--- config.mk ---
export PLATFORM = sky130hd
export DESIGN_NAME = issue_ctrl
export DESIGN_NICKNAME = d
export VERILOG_FILES = /design/src/rtl/issue_ctrl.sv
export SDC_FILE = /design/constraint.sdc
export NUM_CORES = 1
export LEC_CHECK = 0
export ABC_AREA = 1
export BUFFER_PORTS_ARGS = -buffer_cell sky130_fd_sc_hd__buf_2
export CORE_AREA = 5 5 91 93
export DETAILED_ROUTE_END_ITERATION = 8
export DIE_AREA = 0 0 96 98
export PLACE_DENSITY = 0.68
export REMOVE_ABC_BUFFERS = 1
export SETUP_SLACK_MARGIN = 0.2
export SYNTH_ARGS = -nofsm -noshare
export SYNTH_HDL_FRONTEND = slang
export SYNTH_SLANG_ARGS = --single-unit
--- constraint.sdc ---
create_clock -name clk -period 6.1 [get_ports clk]
set_clock_uncertainty 0.1 [all_clocks]
set_input_delay 0.305 -clock clk [delete_from_list [all_inputs] [get_ports clk]]
set_output_delay 0.305 -clock clk [all_outputs]
set_load 0.1 [all_outputs]
--- src/rtl/issue_ctrl.sv ---
// Purpose : issue sequencer between decoder and execute; load/CSR scoreboard, hazard stall, serialization.
// Latency : 1 cycle from decode accept to iss_valid (registered issue slot).
// Backpr. : dec_ready drops while the issue slot is held (iss_ready=0), on hazards, full counter or serialization.
//
// Ports
//   clk, rst        clock, synchronous active-high reset
//   flush           kill issue register and serialization state (scoreboard kept)
//   dec_*           decoded instruction (valid/ready handshake, dec_ready is combinational)
//   iss_*           registered issue port (valid/ready)
//   wb_valid/wb_rd  long-latency writeback completion
//   ser_done        serializing instruction retired
//   stall_cause     0 none, 1 hazard, 2 outstanding full, 3 serialize
//   outstanding     long-latency ops in flight
//
// Optional feature: define ISSUE_WB_BYPASS_EN to let a same-cycle writeback
// clear the hazard / full condition (zero-bubble issue after writeback).
// Without it, hazard and full use registered state only (one stall cycle).

module issue_ctrl #(
    parameter int MAX_OUTSTANDING = 4
) (
    input  logic       clk,
    input  logic       rst,
    input  logic       flush,
    input  logic       dec_valid,
    output logic       dec_ready,
    input  logic [4:0] dec_rs1,
    input  logic       dec_rs1_valid,
    input  logic [4:0] dec_rs2,
    input  logic       dec_rs2_valid,
    input  logic [4:0] dec_rd,
    input  logic       dec_rd_valid,
    input  logic [5:0] dec_instr_id,
    output logic       iss_valid,
    input  logic       iss_ready,
    output logic [5:0] iss_instr_id,
    output logic [4:0] iss_rd,
    input  logic       wb_valid,
    input  logic [4:0] wb_rd,
    input  logic       ser_done,
    output logic [1:0] stall_cause,
    output logic [3:0] outstanding
);

    // Instruction IDs (shared encoding with the decoder).
    localparam logic [5:0] INSTR_INVALID = 6'd0;
    localparam logic [5:0] INSTR_LB      = 6'd10;
    localparam logic [5:0] INSTR_LH      = 6'd11;
    localparam logic [5:0] INSTR_LW      = 6'd12;
    localparam logic [5:0] INSTR_LBU     = 6'd13;
    localparam logic [5:0] INSTR_LHU     = 6'd14;
    localparam logic [5:0] INSTR_ECALL   = 6'd20;
    localparam logic [5:0] INSTR_EBREAK  = 6'd21;
    localparam logic [5:0] INSTR_MRET    = 6'd22;
    localparam logic [5:0] INSTR_FENCE_I = 6'd23;
    localparam logic [5:0] INSTR_CSRRW   = 6'd24;
    localparam logic [5:0] INSTR_CSRRS   = 6'd25;
    localparam logic [5:0] INSTR_CSRRC   = 6'd26;
    localparam logic [5:0] INSTR_CSRRWI  = 6'd27;
    localparam logic [5:0] INSTR_CSRRSI  = 6'd28;
    localparam logic [5:0] INSTR_CSRRCI  = 6'd29;

    localparam logic [3:0] MAX_CNT = 4'(MAX_OUTSTANDING);

    localparam logic [1:0] CAUSE_NONE   = 2'd0;
    localparam logic [1:0] CAUSE_HAZARD = 2'd1;
    localparam logic [1:0] CAUSE_FULL   = 2'd2;
    localparam logic [1:0] CAUSE_SER    = 2'd3;

    typedef struct packed {
        logic [5:0] instr_id;
        logic [4:0] rd;
    } iss_t;

    typedef enum logic {
        RUN  = 1'b0,
        SERW = 1'b1
    } state_t;

    state_t      state_q;
    state_t      state_d;
    iss_t        iss_q;
    logic        iss_vld_q;
    logic [31:0] pending_q;
    logic [31:0] pending_d;
    logic [3:0]  cnt_q;

    logic        is_csr;
    logic        is_long;
    logic        is_ser;
    logic [31:0] wb_mask;
    logic [31:0] pending_eff;
    logic [3:0]  cnt_eff;
    logic        hazard;
    logic        full;
    logic        ser_drain;
    logic        slot_free;
    logic        accept;
    logic        cnt_inc;
    logic        cnt_dec;

    // ------------------------------------------------------------------
    // Instruction classification
    // ------------------------------------------------------------------
    always_comb begin
        is_csr  = (dec_instr_id >= INSTR_CSRRW) && (dec_instr_id <= INSTR_CSRRCI);
        is_long = ((dec_instr_id >= INSTR_LB) && (dec_instr_id <= INSTR_LHU)) || is_csr;
        is_ser  = (dec_instr_id == INSTR_ECALL)   || (dec_instr_id == INSTR_EBREAK) ||
                  (dec_instr_id == INSTR_MRET)    || (dec_instr_id == INSTR_FENCE_I) ||
                  (dec_instr_id == INSTR_INVALID) || is_csr;
    end

    // Unused-id sanity: LW sits inside the load range; kept for readability.
    logic unused_ids;
    assign unused_ids = (INSTR_LW == 6'd0);

    // ------------------------------------------------------------------
    // Hazard / full / serialization evaluation
    // ------------------------------------------------------------------
    assign wb_mask = wb_valid ? (32'd1 << wb_rd) : 32'd0;

`ifdef ISSUE_WB_BYPASS_EN
    // A writeback landing this cycle already resolves the dependency.
    assign pending_eff = pending_q & ~wb_mask;
    assign cnt_eff     = (wb_valid && (cnt_q != 4'd0)) ? (cnt_q - 4'd1) : cnt_q;
`else
    assign pending_eff = pending_q;
    assign cnt_eff     = cnt_q;
`endif

    assign hazard = (dec_rs1_valid & pending_eff[dec_rs1]) |
                    (dec_rs2_valid & pending_eff[dec_rs2]) |
                    (dec_rd_valid  & pending_eff[dec_rd]);

    assign full = is_long & (cnt_eff == MAX_CNT);

    // Serializing instructions wait for every long-latency op to drain.
    assign ser_drain = is_ser & (cnt_q != 4'd0);

    assign slot_free = ~iss_vld_q | iss_ready;

    assign dec_ready = slot_free & (state_q == RUN) & ~hazard & ~full & ~ser_drain & ~flush;
    assign accept    = dec_valid & dec_ready;

    always_comb begin
        stall_cause = CAUSE_NONE;
        if (dec_valid && !dec_ready) begin
            if ((state_q != RUN) || ser_drain) begin
                stall_cause = CAUSE_SER;
            end else if (hazard) begin
                stall_cause = CAUSE_HAZARD;
            end else if (full) begin
                stall_cause = CAUSE_FULL;
            end
        end
    end

    // ------------------------------------------------------------------
    // Serialization FSM
    // ------------------------------------------------------------------
    always_ff @(posedge clk) begin
        if (rst) begin
            state_q <= RUN;
        end else begin
            state_q <= state_d;
        end
    end

    always_comb begin
        state_d = state_q;
        if (flush) begin
            state_d = RUN;
        end else begin
            case (state_q)
                RUN:     if (accept && is_ser) state_d = SERW;
                SERW:    if (ser_done)         state_d = RUN;
                default: state_d = RUN;
            endcase
        end
    end

    // ------------------------------------------------------------------
    // Issue register
    // ------------------------------------------------------------------
    always_ff @(posedge clk) begin
        if (rst) begin
            iss_vld_q      <= 1'b0;
            iss_q.instr_id <= INSTR_INVALID;
            iss_q.rd       <= 5'd0;
        end else if (flush) begin
            iss_vld_q <= 1'b0;
        end else if (accept) begin
            iss_vld_q      <= 1'b1;
            iss_q.instr_id <= dec_instr_id;
            iss_q.rd       <= dec_rd_valid ? dec_rd : 5'd0;
        end else if (iss_ready) begin
            iss_vld_q <= 1'b0;
        end
    end

    assign iss_valid    = iss_vld_q;
    assign iss_instr_id = iss_q.instr_id;
    assign iss_rd       = iss_q.rd;

    // ------------------------------------------------------------------
    // Register scoreboard: set wins over a same-cycle clear; x0 never pends.
    // Flush does not touch it, since in-flight loads still write back.
    // ------------------------------------------------------------------
    always_comb begin
        pending_d = pending_q & ~wb_mask;
        if (accept && is_long && dec_rd_valid && (dec_rd != 5'd0)) begin
            pending_d[dec_rd] = 1'b1;
        end
        pending_d[0] = 1'b0;
    end

    always_ff @(posedge clk) begin
        if (rst) begin
            pending_q <= 32'd0;
        end else begin
            pending_q <= pending_d;
        end
    end

    // ------------------------------------------------------------------
    // Outstanding counter: a writeback with nothing in flight is dropped,
    // which also absorbs stray writebacks arriving after a reset.
    // ------------------------------------------------------------------
    assign cnt_inc = accept & is_long;
    assign cnt_dec = wb_valid & (cnt_q != 4'd0);

    always_ff @(posedge clk) begin
        if (rst) begin
            cnt_q <= 4'd0;
        end else if (cnt_inc && !cnt_dec) begin
            cnt_q <= cnt_q + 4'd1;
        end else if (cnt_dec && !cnt_inc) begin
            cnt_q <= cnt_q - 4'd1;
        end
    end

    assign outstanding = cnt_q;

endmodule
==> results of run 1 <==
[final cells by class]
class | count | share of cell area [%]
clock buffers | 5 | 1.81
clock inverters | 3 | 1.12
inverters | 71 | 7.00
multi-input cells | 437 | 54.2
flip-flops and latches | 48 | 25.2
well taps | 102 | 3.35
repair buffers | 55 | 7.30
[metal layers]
metal / global-route usage (%) / share of wire [%] / up-vias / wire (µm)
met5: 0 / 0 / - / 0
met4: 6.35 / 2.3 / 0 / 242
met3: 3.78 / 6.5 / 21 / 681
met2: 36.8 / 47 / 131 / 4900
met1: 31.4 / 45 / 1754 / 4670
li1: - / - / 2000 / -
[critical path, delay by kind of cell]
family / cells / cell delay [ns]
AO/OA/AOI/OAI: 3 / 1.25
AND/OR/NAND/NOR: 9 / 1.12
adder cells (fa/ha/maj): 2 / 0.48
buffers and inverters: 2 / 0.23
XOR/XNOR: 1 / 0.17
[worst min path at each step]
stage	end	from	depth (start not counted)	slack, ns
2_1_floorplan	iss_rd[0]	rst	1	0.27
3_3_place_gp	iss_rd[1]	iss_rd[1]	2	0.35
3_5_place_dp	iss_rd[1]	iss_rd[1]	2	0.36
4_1_cts	state_q	ser_done	3	0.15
5_1_grt	iss_instr_id[4]	dec_instr_id[4]	3	0.16
6_report	iss_instr_id[5]	dec_instr_id[5]	3	0.16
[Yosys cell counts (3+ instances only)]
cell type,count,area (µm²)
inv_1,68,255
buf_2,8,40.0
o21ai_1,15,75.1
buf_4,4,30.0
clkbuf_1,13,48.8
xor2_1,4,35.0
o21ai_0,48,240
a21oi_1,46,230
nor3_1,13,65.1
nand4_1,35,219
nand3_1,63,315
dfxtp_1,48,961
ha_1,3,37.5
nand2_1,151,567
buf_1,3,11.3
nor2_1,48,180
[sequential cells by signal (all words and copies together), names as in the netlist]
register      flops
iss_valid         1
pending_eff      31
state_q           1
iss_instr_id      6
iss_rd            5
outstanding       4
[per-stage QoR]
step           setup slack, ns  utilization, %
6_report                  2.67            51.1
5_1_grt                   2.16            51.1
4_1_cts                   2.65            51.1
3_5_place_dp              2.33            49.6
3_3_place_gp              2.52            49.6
2_1_floorplan             2.47               -
[logic make-up after synthesis]
logic type | synth area share, %
flip-flops | 27.9
AND/OR/NAND/NOR | 40.7
XOR/XNOR | 1.02
buffers and inverters | 12.2
AO/OA/AOI/OAI | 16.5
adder cells (fa/ha/maj) | 1.67
[report_power, final]
group          total [µW]  internal (µW)  leakage [µW]  switching [µW]
clock network         236            121     0.0000541             114
registers             350            331      0.000388            18.4
logic                 372           80.3       0.00114             292
==> flow_summary.yaml, run 1 <==
final_layout:
  final_common_cell: "nand2_1"
  multi_input_area_um2: 2060
  nNetsFinal: 658
  fin_cells: 721
  final_cell_area_um2: 3810
  final_cell_mix: "nand2_1 (151), inv_1 (68), nand3_1 (63)"
  fillerInstances: 832
  antenna_cells: 0
  regArea_um2: 961
  area_delta_synth_final_pct: 10.7
  layout-drive-gt1-share_pct: 11.1
clock_tree:
  holdBufCountCts: 0
  clock-sinks: 48
  htreeDepth: 2
  cts.path.max_buffers: 2
  cts_root_buf: "clkbuf_8"
  cts_buffers: 5
  cts_setup_buffers: 0
  cts_tree: "built"
  insertion_delay_ns: 0.31
  cts_resized: 0
  path_clk_slew_ns: 0.09
die:
  ioPinCount: 55
  dieWidth_um: 96
  coreArea_um2: 7450
  die_h_um: 98
  design.die.area_um2: 9410
  rows: 32
  start_util_pct: 46.2
routing:
  via_count: 3906
  drt-initial-drc-count: 308
  drt-pass1-iter-count: 5
  drc: 0
  wl_per_cell_um: 14.6
  drt-total-wl_um: 10500
  antenna_left: 0
  via_per_inst: 5.42
worst_setup_path:
  crit_path_frequent_cell: "nand3_1"
  cp.required_ns: 6.24
  crit_start: "dec_instr_id[5]"
  r2r-start: "outstanding[0]"
  worstPathArrival_ns: 3.57
  r2r_end: "outstanding[3]"
  critPathLaunchType: "input pin"
  endpoint: "outstanding[3]"
  max_stage_delay_ns: 0.93
  ff2ff_path_depth: 15
  crit_type: "input pin to flop"
  crit_chain: "buf_2, nor2_1, nand3_1, o21ai_2, nand3_1, nand3_1, nor2_1, nand4_2, nor3b_1, ha_1, inv_1, ha_1, and3_1, a211oi_1, xor2_1, nand2_1, a21oi_1"
  cp_slowest_cell: "o21ai_2"
  path_max_fanout: 33
  timing.reg2reg.setup_slack_ns: 3.12
  endpoint_kind: "flop"
power_and_ir_drop:
  p_leak_uw: 0.00158
  powerDensity_nw_per_um2: 252
  ir_drop_uv: 243
  finalPower_uw: 957
placed_design:
  place_area_um2: 3690
  io_buffers: 54
  gp_congestion: 0.866
  place_inst: 713
  hpwl_um: 8120
synthesis:
  synth_edf_count: 0
  syn_inst: 586
  yosysSeqAreaShare_pct: 27.9
  ys_async_sr_fraction_pct: 0
  synth_cell_types: 29
  avgSynthCellArea_um2: 5.87
  ys.flop_type: "dfxtp_1"
  synth.cell_area_um2: 3440
  ys_ff_latch: 48
  ys_warn_count: 0
global_route:
  grt_pass1_vias: 3635
  gr-total-overflow: 0
  grt_pass1_wl_um: 17400
  grt_max_degree: 49
  grtUsageTotal_pct: 22.9
  antenna_found_initial: 0
hold_path:
  hp-class: "input pin to flop"
sta:
  period_share_pct: 56.3
  final_hold_viol_count: 0
  worst_pin_slew_ns: 1.22
  timing.hold.ws_ns: 0.156
  slew_headroom_pct: 18.9
  rsz0062_at_grt: "no"
  drv_slew: 0
  setup-violations-final: 0
  finalCriticalPeriod_ns: 3.43
  fmax_mhz: 291
  fin_setup_tns_ns: 0
job:
  maxCapViolations: 0
outcome:
  outcome: "finished clean"
Power figures use the tool's default switching activity.
==> run 2, diff against run 1 <==
--- a/config.mk
+++ b/config.mk
@@ -5,12 +5,12 @@
 export SDC_FILE = /design/constraint.sdc
 export NUM_CORES = 1
 export LEC_CHECK = 0
-export ABC_AREA = 1
+export ABC_AREA = 0
 export BUFFER_PORTS_ARGS = -buffer_cell sky130_fd_sc_hd__buf_2
-export CORE_AREA = 5 5 91 93
+export CORE_AREA = 5 5 88 90
 export DETAILED_ROUTE_END_ITERATION = 8
-export DIE_AREA = 0 0 96 98
-export PLACE_DENSITY = 0.68
+export DIE_AREA = 0 0 93 95
+export PLACE_DENSITY = 0.71
 export REMOVE_ABC_BUFFERS = 1
 export SETUP_SLACK_MARGIN = 0.2
 export SYNTH_ARGS = -nofsm -noshare
==> constraint.sdc (replaced) <==
create_clock -name clk -period 2.8 [get_ports clk]
set_clock_uncertainty 0.1 [all_clocks]
set_input_delay 0.14 -clock clk [delete_from_list [all_inputs] [get_ports clk]]
set_output_delay 0.14 -clock clk [all_outputs]
set_load 0.1 [all_outputs]
==> flow_summary.yaml, run 2 <==
die:
  coreArea_um2: 6980
  rows: 31
  die_h_um: 95
  dieWidth_um: 93
  ioPinCount: 55
  start_util_pct: 45.6
  design.die.area_um2: 8840
clock_tree:
  insertion_delay_ns: 0.32
  htreeDepth: 2
  clock-sinks: 48
  cts_tree: "built"
  cts_buffers: 5
  cts.path.max_buffers: 2
  path_clk_slew_ns: 0.11
  cts_root_buf: "clkbuf_8"
synthesis:
  synth_top_area_share_pct: 30.2
  ys_async_sr_fraction_pct: 0
  synth_edf_count: 0
  yosysMostFrequentCell: "dfxtp_1"
  yosysSeqAreaShare_pct: 30.2
  ys.flop_type: "dfxtp_1"
  synth_cell_types: 56
  synthTopCellsByArea: "dfxtp_1 (30%), mux4_2 (11%), mux2i_1 (5.3%), nand3_1 (4.1%), o31ai_1 (4.0%)"
  ys_ff_latch: 48
  avgSynthCellArea_um2: 9.10
  synthTopCellsByCount: "dfxtp_1 (48), nand2_1 (28), nand3_1 (26), mux2i_1 (17), o31ai_1 (17)"
  ys_warn_count: 0
  syn_inst: 350
  synth.cell_area_um2: 3180
  yosys.area.top_type: "dfxtp_1"
routing:
  drt-total-wl_um: 11700
  antenna_left: 0
  drt-pass1-iter-count: 5
  drc: 0
  wl_per_cell_um: 20.7
  drt-initial-drc-count: 443
  via_count: 3582
  via_per_inst: 6.33
worst_setup_path:
  critPathLaunchType: "flop"
  crit_chain: "mux4_2, mux4_2, o211ai_4, o211a_1, nand2_1, nor2_1, ha_2, inv_2, ha_4, a21o_1, a21oi_2, xnor2_2, or3_1, a21oi_1"
  crit_family: "multiplexers"
  endpoint_kind: "flop"
  crit_type: "flop to flop"
  cp_slowest_cell: "mux4_2"
  max_stage_delay_ns: 0.49
  crit_path_frequent_cell: "mux4_2"
  path_max_fanout: 3
  worstPathArrival_ns: 3.60
  path_buf_inv: 1
  cp.required_ns: 2.94
sta:
  worst_pin_slew_ns: 0.944
  fin_ws_ns: -0.664
  period_share_pct: 124
  final_hold_viol_count: 0
  setup-violations-final: 8
  drv_slew: 0
  rsz0062_at_grt: "yes"
  fmax_mhz: 289
  slew_headroom_pct: 37.0
  finalCriticalPeriod_ns: 3.46
global_route:
  antenna_found_initial: 0
  grt_pass1_wl_um: 17200
  grtUsageTotal_pct: 24.9
  grt_max_degree: 33
  grt_pass1_vias: 3422
  gr-total-overflow: 0
placed_design:
  hpwl_um: 7960
  gp_congestion: 0.955
  io_buffers: 54
  place_ws_ns: -0.681
outcome:
  outcome: "finished with violations"
  violations: "negative setup slack"
hold_path:
  hp-class: "input pin to flop"
final_layout:
  final_util_pct: 68.0
  nNetsFinal: 523
  antenna_cells: 0
  layout-drive-gt1-share_pct: 48.6
  final_cell_mix: "buf_4 (90), buf_2 (51), dfxtp_1 (39)"
  largest_register_ff_count: 31
  final_common_cell: "buf_4"
  area_delta_synth_final_pct: 49.2
power_and_ir_drop:
  p_leak_uw: 0.00215
  powerDensity_nw_per_um2: 511
  ir_drop_uv: 894
job:
  maxCapViolations: 0
[run 2: cell count changes in the layout (fill, tap and decap cells not counted), sizes merged, moves of 17 or more]
| cell | before | now |
|---|---|---|
| nand2 | 151 | 28 |
| buf | 55 | 154 |
| inv | 70 | 10 |
| o21ai | 63 | 14 |
| nand3 | 63 | 26 |
| nor2 | 49 | 15 |
| a21oi | 46 | 16 |
| nand4 | 36 | 6 |
| mux2i | 0 | 17 |
[run 2: logic make-up (layout without fill, tap and decap cells)]
kind of cell	after synthesis	in the layout	share of synthesized area (%)
AND/OR/NAND/NOR	114	114	18.7
AO/OA/AOI/OAI	100	100	24.1
flip-flops	48	48	30.2
buffers and inverters	43	177	6.01
multiplexers	37	37	18.1
adder cells (fa/ha/maj)	4	4	1.81
XOR/XNOR	4	4	1.10
[run 2: what timing repair did]
item,4_1_cts,5_1_grt
resized for setup,37,40
cloned,0,2
setup endpoints to repair,7,46
pin swaps,34,20
buffers inserted,7,6
hold buffers,2,0
hold endpoints to repair,3,0
[run 2: worst min-delay path, cell delays in order]
cell and delay, ns:
buf_2 0.13, nand4_1 0.08, a21oi_1 0.06
[run 2: area by class of cell]
class                           instances  area, µm²
Fill cell                             526       2230
Clock buffer                            6       82.6
Timing Repair Buffer                  158       1190
Tap cell                               82        103
Clock inverter                          2       38.8
Sequential cell                        48        977
Multi-Input combinational cell        259       2320
Inverter                               11       41.3
[run 2: per-layer routing]
metal	up-vias	routed length, µm	track usage [%]	share of wire, %
li1	1641	-	-	-
met1	1702	4520	31.6	39
met2	193	5730	41.5	49
met3	46	984	4.94	8.4
met4	0	466	9.89	4.0
met5	-	0	0	0
[run 2: through the flow]
stage,hold WS (ns),TNS (ns),instance area [µm²],instances,power (µW)
2_1_floorplan,0.109,-17.08,3030,318,1350
3_3_place_gp,0.260,-1.40,4100,541,1680
3_5_place_dp,0.260,-1.60,4100,541,1690
4_1_cts,0.0223,-2.06,4430,558,2310
5_1_grt,0.0294,-3.44,4750,566,2540
6_report,0.0245,-2.62,4750,566,2430
[run 2: where the power goes]
part | switching, µW | total, µW | internal (µW)
logic | 690 | 1130 | 438
clock network | 263 | 555 | 293
registers | 29.5 | 745 | 715
[run 2: final timing paths]
kind,startpoint,endpoint,slack [ns],cells past startpoint
hold reg to reg,iss_rd[2],iss_rd[2],0.38,2
hold / removal,dec_rd_valid,iss_rd[4],0.02,3
setup / recovery,pending_eff[14],outstanding[3],-0.66,14
setup reg to reg,pending_eff[14],outstanding[3],-0.66,14
==> run 3, diff against run 2 <==
==> config.mk (replaced) <==
export PLATFORM = sky130hd
export DESIGN_NAME = issue_ctrl
export DESIGN_NICKNAME = d
export VERILOG_FILES = /design/src/rtl/issue_ctrl.sv
export SDC_FILE = /design/constraint.sdc
export NUM_CORES = 1
export LEC_CHECK = 0
export ABC_AREA = 1
export BUFFER_PORTS_ARGS = -buffer_cell sky130_fd_sc_hd__buf_2
export CORE_AREA = 5 5 91 93
export DETAILED_ROUTE_END_ITERATION = 8
export DIE_AREA = 0 0 96 98
export PLACE_DENSITY = 0.71
export REMOVE_ABC_BUFFERS = 1
export SETUP_SLACK_MARGIN = 0.2
export SLEW_MARGIN = 20
export SYNTH_ARGS = -nofsm -noshare
export SYNTH_HDL_FRONTEND = slang
export SYNTH_SLANG_ARGS = --single-unit
==> flow_summary.yaml, run 3 (synthesis gave the netlist of run 1 again) <==
outcome:
  outcome: "finished clean"
sta:
  drv_slew: 0
  fin_ws_ns: 0.169
  finalCriticalPeriod_ns: 2.63
  period_share_pct: 94.0
  fin_setup_tns_ns: 0
  setup-violations-final: 0
  rsz0062_at_grt: "yes"
  slew_headroom_pct: 60.0
  fmax_mhz: 380
  final_hold_viol_count: 0
  timing.hold.ws_ns: 0.0110
  worst_pin_slew_ns: 0.598
clock_tree:
  path_clk_slew_ns: 0.09
  clock-sinks: 48
  cts_buffers: 5
  cts.path.max_buffers: 2
  cts_tree: "built"
  cts_root_buf: "clkbuf_8"
  htreeDepth: 2
  insertion_delay_ns: 0.30
die:
  coreArea_um2: 7450
  die_h_um: 98
  rows: 32
  start_util_pct: 46.2
  design.die.area_um2: 9410
  dieWidth_um: 96
  ioPinCount: 55
routing:
  wl_per_cell_um: 15.1
  antenna_left: 0
  drt-total-wl_um: 11300
  via_per_inst: 5.63
  via_count: 4194
  drc: 0
  drt-initial-drc-count: 565
  drt-pass1-iter-count: 5
placed_design:
  io_buffers: 54
  place_ws_ns: -0.261
  gp_congestion: 0.969
  hpwl_um: 8360
power_and_ir_drop:
  comb_power_share_pct: 46.0
  clkPwrFrac_pct: 18.8
  p_sw_share_pct: 45.4
  powerDensity_nw_per_um2: 516
  intPower_uw: 1170
  ir_drop_uv: 608
  p_seq_share_pct: 35.1
  p_leak_uw: 0.00174
  p_switching_uw: 975
final_layout:
  nNetsFinal: 683
  antenna_cells: 0
  fillerInstances: 753
  area_delta_synth_final_pct: 21.0
  layout-drive-gt1-share_pct: 23.0
  regArea_um2: 1000
  final_common_cell: "nand2_1"
  multi_input_area_um2: 2180
  final_cell_mix: "nand2_1 (146), nand3_1 (59), inv_1 (55)"
  largest_register_ff_count: 31
job:
  maxCapViolations: 0
global_route:
  gr-total-overflow: 0
  grtUsageTotal_pct: 24.0
  antenna_found_initial: 0
  grt_max_degree: 34
  grt_pass1_wl_um: 18200
  grt_pass1_vias: 3832
worst_setup_path:
  endpoint_kind: "flop"
  cp_slowest_cell: "dfxtp_4"
  max_stage_delay_ns: 0.37
  ff2ff_path_depth: 17
  r2r_end: "outstanding[3]"
  r2r-start: "pending_eff[7]"
  timing.reg2reg.setup_slack_ns: 0.17
  critPathLaunchType: "flop"
  path_buf_inv: 1
  path_max_fanout: 4
  crit_chain: "nand2_1, o21ai_0, nand2_1, nand3_2, nand3_2, nand3b_1, nand3_2, nand4_4, nor3b_2, ha_2, inv_4, ha_4, and3_4, a211oi_2, xor2_1, nand2_1, a21oi_2"
  cp.required_ns: 2.94
  worstPathArrival_ns: 2.77
  crit_type: "flop to flop"
  crit_family: "simple AND/OR/NAND/NOR gates"
hold_path:
  min_from: "flush"
  hp-class: "input pin to flop"
  min_to: "state_q"
  min_path_cells: 4
-- run 3: final cells by class --
class	instances	area share [%]
clock buffers	5	1.65
well taps	102	3.07
multi-input cells	437	52.5
flip-flops and latches	48	24.0
repair buffers	80	12.0
inverters	71	6.46
clock inverters	2	0.301
-- run 3: repair_timing --
item / 4_1_cts / 5_1_grt
gates resized for setup: 29 / 40
buffers inserted: 0 / 2
gates cloned: 0 / 0
endpoints found under the setup margin: 2 / 3
hold endpoints to repair: 3 / 0
pin swaps: 9 / 26
hold buffers: 3 / 0
-- run 3: power by group through the flow --
stage | Combinational (µW) | Sequential (µW) | Clock [µW]
floorplan | 342 | 1050 | 0
global route | 1050 | 760 | 431
detailed placement | 890 | 761 | 0
finish | 989 | 755 | 405
CTS | 942 | 753 | 411
global placement | 877 | 759 | 0
-- run 3: worst max path at each step --
stage	from	to	slack, ns	depth (start not counted)
6_report	pending_eff[7]	outstanding[3]	0.17	17
3_5_place_dp	dec_rd[0]	outstanding[3]	-0.26	19
3_3_place_gp	dec_rd[0]	outstanding[3]	-0.11	19
2_1_floorplan	dec_instr_id[5]	outstanding[3]	-0.62	16
5_1_grt	pending_eff[30]	outstanding[3]	-0.03	19
4_1_cts	pending_eff[17]	outstanding[3]	0.10	19
-- run 3: worst register-to-register path: stages (launching register included) --
cell and delay (ns):
dfxtp_4 0.37, nand2_1 0.06, o21ai_0 0.07, nand2_1 0.08, nand3_2 0.08, nand3_2 0.08, nand3b_1 0.08, nand3_2 0.14
nand4_4 0.11, nor3b_2 0.19, ha_2 0.23, inv_4 0.06, ha_4 0.25, and3_4 0.15, a211oi_2 0.16, xor2_1 0.17
nand2_1 0.08, a21oi_2 0.11
-- run 3: metal layers --
metal  part of all wire (%)  vias up  global-route usage, %
met2                     46      225                   38.4
met5                      0        -                      0
met3                    9.9       36                   3.78
li1                       -     2051                      -
met4                    3.1        0                   9.41
met1                     41     1882                   32.0
-- run 3: stage by stage --
step	util (%)	instances	cell area, µm²	total power, µW
floorplan	-	556	3290	1390
global placement	52.0	733	3870	1640
detailed placement	52.0	733	3870	1650
CTS	54.5	743	4060	2110
global route	55.9	745	4160	2250
finish	55.9	745	4160	2150
